## src/rtl/inst_loader.sv

```systemverilog
// Byte-stream program loader: 4-byte big-endian word-count header, then big-endian payload words
// written to instruction BRAM port A. Optional trailing checksum byte via INST_LOADER_CHECKSUM_EN.
module inst_loader #(
    parameter int unsigned MAX_WORDS = 16384,
    parameter int unsigned CNT_W     = 16
) (
    input  logic             clk,
    input  logic             rstn,
    input  logic             en,
    input  logic [7:0]       data,
    input  logic             clear,
    output logic [31:0]      inst_addra,
    output logic [31:0]      inst_dina,
    output logic [3:0]       inst_wea,
    output logic             busy,
    output logic             done,
    output logic             err,
    output logic [CNT_W-1:0] loaded_words
);

`ifdef INST_LOADER_CHECKSUM_EN
    typedef enum logic [2:0] {StHdr, StPayload, StCsum, StDone, StErr} state_e;
`else
    typedef enum logic [2:0] {StHdr, StPayload, StDone, StErr} state_e;
`endif

    state_e           state_q, state_d;
    logic [1:0]       idx_q, idx_d;
    logic [23:0]      hdr_q, hdr_d;
    logic [23:0]      word_q, word_d;
    logic [CNT_W-1:0] n_q, n_d;
    logic [CNT_W-1:0] lw_q, lw_d;
    logic [31:0]      addr_q, addr_d;
    logic [31:0]      din_q, din_d;
    logic [3:0]       wea_q, wea_d;
    logic             busy_q, busy_d;
    logic             done_q, done_d;
    logic             err_q, err_d;
`ifdef INST_LOADER_CHECKSUM_EN
    logic [7:0]       csum_q, csum_d;
`endif

    logic [31:0]      hdr_full;
    logic [31:0]      word_full;
    logic [CNT_W-1:0] lw_inc;

    assign hdr_full  = {hdr_q, data};
    assign word_full = {word_q, data};
    assign lw_inc    = lw_q + CNT_W'(1);

    always_comb begin
        state_d = state_q;
        idx_d   = idx_q;
        hdr_d   = hdr_q;
        word_d  = word_q;
        n_d     = n_q;
        lw_d    = lw_q;
        addr_d  = addr_q;
        din_d   = din_q;
        wea_d   = 4'h0;
        busy_d  = busy_q;
        done_d  = done_q;
        err_d   = err_q;
`ifdef INST_LOADER_CHECKSUM_EN
        csum_d  = csum_q;
`endif
        // clear wins over a coincident byte, which is dropped; BRAM port regs keep their values
        if (clear) begin
            state_d = StHdr;
            idx_d   = 2'd0;
            hdr_d   = 24'd0;
            lw_d    = '0;
            busy_d  = 1'b0;
            done_d  = 1'b0;
            err_d   = 1'b0;
`ifdef INST_LOADER_CHECKSUM_EN
            csum_d  = 8'd0;
`endif
        end else if (en) begin
            unique case (state_q)
                StHdr: begin
                    busy_d = 1'b1;
                    hdr_d  = hdr_full[23:0];
                    idx_d  = idx_q + 2'd1;
                    if (idx_q == 2'd3) begin
                        if (hdr_full > 32'(MAX_WORDS)) begin
                            state_d = StErr;
                            err_d   = 1'b1;
                            busy_d  = 1'b0;
                        end else if (hdr_full == 32'd0) begin
`ifdef INST_LOADER_CHECKSUM_EN
                            state_d = StCsum;
`else
                            state_d = StDone;
                            done_d  = 1'b1;
                            busy_d  = 1'b0;
`endif
                        end else begin
                            state_d = StPayload;
                            n_d     = hdr_full[CNT_W-1:0];
                        end
                    end
                end
                StPayload: begin
                    word_d = word_full[23:0];
                    idx_d  = idx_q + 2'd1;
`ifdef INST_LOADER_CHECKSUM_EN
                    csum_d = csum_q + data;
`endif
                    if (idx_q == 2'd3) begin
                        wea_d  = 4'hF;
                        addr_d = 32'(lw_q) << 2;
                        din_d  = word_full;
                        lw_d   = lw_inc;
                        if (lw_inc == n_q) begin
`ifdef INST_LOADER_CHECKSUM_EN
                            state_d = StCsum;
`else
                            state_d = StDone;
                            done_d  = 1'b1;
                            busy_d  = 1'b0;
`endif
                        end
                    end
                end
`ifdef INST_LOADER_CHECKSUM_EN
                StCsum: begin
                    busy_d = 1'b0;
                    if (data == csum_q) begin
                        state_d = StDone;
                        done_d  = 1'b1;
                    end else begin
                        state_d = StErr;
                        err_d   = 1'b1;
                    end
                end
`endif
                default: ;
            endcase
        end
    end

    always_ff @(posedge clk or negedge rstn) begin
        if (!rstn) begin
            state_q <= StHdr;
            idx_q   <= 2'd0;
            hdr_q   <= 24'd0;
            word_q  <= 24'd0;
            n_q     <= '0;
            lw_q    <= '0;
            addr_q  <= 32'd0;
            din_q   <= 32'd0;
            wea_q   <= 4'h0;
            busy_q  <= 1'b0;
            done_q  <= 1'b0;
            err_q   <= 1'b0;
`ifdef INST_LOADER_CHECKSUM_EN
            csum_q  <= 8'd0;
`endif
        end else begin
            state_q <= state_d;
            idx_q   <= idx_d;
            hdr_q   <= hdr_d;
            word_q  <= word_d;
            n_q     <= n_d;
            lw_q    <= lw_d;
            addr_q  <= addr_d;
            din_q   <= din_d;
            wea_q   <= wea_d;
            busy_q  <= busy_d;
            done_q  <= done_d;
            err_q   <= err_d;
`ifdef INST_LOADER_CHECKSUM_EN
            csum_q  <= csum_d;
`endif
        end
    end

    assign inst_addra   = addr_q;
    assign inst_dina    = din_q;
    assign inst_wea     = wea_q;
    assign busy         = busy_q;
    assign done         = done_q;
    assign err          = err_q;
    assign loaded_words = lw_q;

endmodule
```

## config.mk

```make
export PLATFORM = sky130hd
export DESIGN_NAME = inst_loader
export DESIGN_NICKNAME = d
export VERILOG_FILES = /design/src/rtl/inst_loader.sv
export SDC_FILE = /design/constraint.sdc
export NUM_CORES = 1
export LEC_CHECK = 0
export BUFFER_PORTS_ARGS = -buffer_cell sky130_fd_sc_hd__buf_2
export CORE_MARGIN = 2
export CORE_UTILIZATION = 43
export CTS_BUF_LIST = sky130_fd_sc_hd__clkbuf_16
export DETAILED_ROUTE_END_ITERATION = 8
export GPL_TIMING_DRIVEN = 0
export PLACE_DENSITY = 0.63
export SLEW_MARGIN = 20
export SYNTH_ARGS = -nofsm -noshare
export SYNTH_HDL_FRONTEND = slang
export SYNTH_SLANG_ARGS = --single-unit
```

## constraint.sdc

```tcl
create_clock -name clk -period 2.6 [get_ports clk]
set_input_delay 0.52 -clock clk [delete_from_list [all_inputs] [get_ports clk]]
set_output_delay 0.52 -clock clk [all_outputs]
set_load 0.01 [all_outputs]
```

==> results.md <==
- Worst reg-to-reg setup slack: -0.02 ns
- Worst-path cell chain: nand4_4, or4_4, or4b_1, o211ai_1, a21oi_1, or4_4, o21a_1
- Largest net degree at the start of global routing: 95
- Post-synthesis compound-gate area fraction: 6.32%
- WP data required: 2.91 ns
- Reg area: 0.00341 mm^2
- Dpl ws: -0.306 ns
- Placeable core area: 0.0138 mm^2
- Final hold violation count: 0
- Fin util: 55.3%
- Area of the multi-input gates: 0.00249 mm^2
- Sequential area share after synthesis: 56.3%
- Critical Path Most Common Cell: or4_4
- Post-Synth Adder-Cell Area: 0.414%
- R2r startpoint: loaded_words[6]$_DFFE_PN0P_
- Final setup fails: 3
- Worst slew margin: 30.6%
- Vias in the first global route: 4381
- Final min period: 2.62 ns
- Routability cong.: 0.833
- Mean number of vias per cell: 5.22
- Mapped Area: 0.00604 mm^2
- Max stage delay on crit path: 0.56 ns
- Post-Place Cell Area: 0.00679 mm^2
- Largest family of logic cells by synthesized area: multiplexers
- Iter 0 DRT Violations: 272
- Initial DRT Pass Iterations: 4
- Clk buf depth: 2
- Initial Util: 43.8%
- Die area: 0.0150 mm^2
- Area growth syn-to-layout: 26.1%
- Worst r2r dst: busy$_DFFE_PN0P_
- Multiplexer share of the synthesized area: 16.2%
- Mapped Cells: 523
- Slowest CP cell: or4_4
- Final ANT Viol Nets: 0
- Hold_sp: data[0]
- Commonest cells after routing, fill and taps aside: 128 x dfrtp_1, 86 x mux2_2, 81 x buf_2, 68 x nand2_1, 42 x buf_4
- Worst reg2reg path depth: 7
- Vias: 4448
- WL final: 14000 um
- Nets: 674
- Synth Area in Simple Gates: 12.0%
- Maximum vdd drop: 0.416 mV
- CTS sink cnt: 136
- Share of flip-flops with an asynchronous set or reset: 100%
- Ports: 99
- RSZ-0062 raised after global routing: yes
- Cells on Worst Hold Path: 3
- Clk_skew: 0.00744 ns
- Synth Area in XOR/XNOR: 4.35%
- Worst setup SP type: flip-flop
- Worst Hold End: hdr_q[0]$_DFFE_PN0P_
- Commonest non-fill, non-tap cell in the layout: dfrtp_1
- Final worst slack: -0.0178 ns
- Worst Hold Slack: 0.427 ns
- Detail Placement HPWL: 9500 um
- Tightest Pin Transition: 1.03 ns
- Post-synth cell types: 49
- Num CTS Buffers: 17
- Final Cell Area: 0.00762 mm^2
- Slew Limit Fails: 0
- IO buf count: 81
- Die Ht: 123 um
- Synth Flop Type: dfrtp_1
- Standard-cell rows: 43
- Crit path launch: loaded_words[6]$_DFFE_PN0P_
- Worst-path fanout max: 4
- Crit end category: flip-flop
- Final Cycle Share: 101%
- Max-cap viol count: 0
- Wirelength per Cell: 16.5 um
- Root Buffer: clkbuf_16
- Crit path kind: flip-flop to flip-flop
- Max Clock Freq: 0.382 GHz
- Total GRT Usage: 19.9%
- FILL cells: 1204
- Layout cells sized above 1: 39.3%
- GR Overflow Total: 0
- Register bit total from synthesis: 136
- Antenna cells: 0
- Drc violations: 0
- CTS tree: yes
- LEAKAGE: 3.86 nW
- CP Data Arrival Time: 2.93 ns
- Htree depth: 4
- Pwr per Cell Area: 657 mW/mm^2
- Hold WC Path Type: input port to flip-flop
- Outcome: complete, but fails checks
- Mean post-synth cell area: 11.5 um^2
- Post-synth EDFFs: 0
- Sum Neg Setup Slack: -0.0340 ns
- Clock transition at path regs: 0.06 ns
- Global-route wire length before repair: 22600 um
- Yosys warns: 0
- Clk_lat worst skew: 0.42 ns
- Die W: 123 um
- Failing checks: negative setup slack
- Initial antenna violation count: 0
[area by class of cell]
cell class,count,share of cell area [%]
flip-flops and latches,136,44.8
multi-input cells,352,32.7
repair buffers,106,8.21
clock buffers,17,5.58
plain buffers,41,3.17
well taps,180,2.96
clock inverters,14,2.28
inverters,6,0.296
[state kept, by name, indices dropped and copies added (netlist names)]
register      cells
state_q           2
word_q           24
err               1
inst_wea          1
inst_addra       16
loaded_words     16
hdr_q            24
busy              1
done              1
n_q              16
idx_q             2
inst_dina        32
[per-stage QoR]
| stage | power [mW] | std cells |
|---|---|---|
| floorplan | 2.46 | 538 |
| global placement | 2.57 | 799 |
| detailed placement | 2.59 | 800 |
| CTS | 5.04 | 843 |
| global route | 5.19 | 852 |
| finish | 5.01 | 852 |
[synthesized netlist by cell type (7+ instances only)]
library cell / count / share of area, %
o21ai_0: 33 / 2.7
xnor2_1: 14 / 2.0
buf_4: 19 / 2.4
nand2b_1: 7 / 0.73
nor4_1: 8 / 0.83
nor2_1: 32 / 2.0
nand2_1: 69 / 4.3
xor2_1: 16 / 2.3
a21oi_1: 9 / 0.75
dfrtp_1: 136 / 56
mux2_2: 86 / 16
clkbuf_1: 21 / 1.3
nand3_1: 10 / 0.83
[critical path: cells and delay by family (launching register included)]
family	cells	cell delay [ns]
flip-flops	1	0.39
AND/OR/NAND/NOR	4	1.72
AO/OA/AOI/OAI	3	0.39
[how the worst max path moves through the flow]
| stage | to | slack (ns) | cells after the start |
|---|---|---|---|
| after global placement | loaded_words[5]$_DFFE_PN0P_ | -0.99 | 1 |
| after detailed placement | n_q[8]$_DFFE_PN0P_ | -0.31 | 6 |
| after CTS | done$_DFFE_PN0P_ | -0.16 | 8 |
| after global routing | done$_DFFE_PN0P_ | -0.18 | 8 |
| after floorplan | done$_DFFE_PN0P_ | -0.08 | 9 |
| final | busy$_DFFE_PN0P_ | -0.02 | 7 |
[power by group]
group	switching [mW]	internal (mW)
logic	0.170	0.121
clock network	0.938	1.51
registers	0.0674	2.20
total	1.18	3.83
[cells by family (layout without fill, tap and decap cells)]
kind of cell             Yosys count  in the layout
other                              1             16
XOR/XNOR                          30             30
AND/OR/NAND/NOR                  154            154
AO/OA/AOI/OAI                     63             63
buffers and inverters             50            184
flip-flops                       136            136
adder cells (fa/ha/maj)            2              2
multiplexers                      87             87
[timing repair]
item | in CTS | in global routing
hold endpoints to repair | 42 | 0
endpoints found under the setup margin | 59 | 58
pin swaps | 9 | 10
hold buffers | 1 | 0
gates cloned | 0 | 0
buffers inserted | 11 | 12
gates resized for setup | 15 | 8
[per-layer routing]
layer,wire length [um],share of wire (%),global-route usage (%)
met5,0,0,0
met4,182,1.3,8.26
met3,910,6.5,4.97
met2,6640,47,30.6
met1,6300,45,27.0
(Power assumes the default switching activity.)
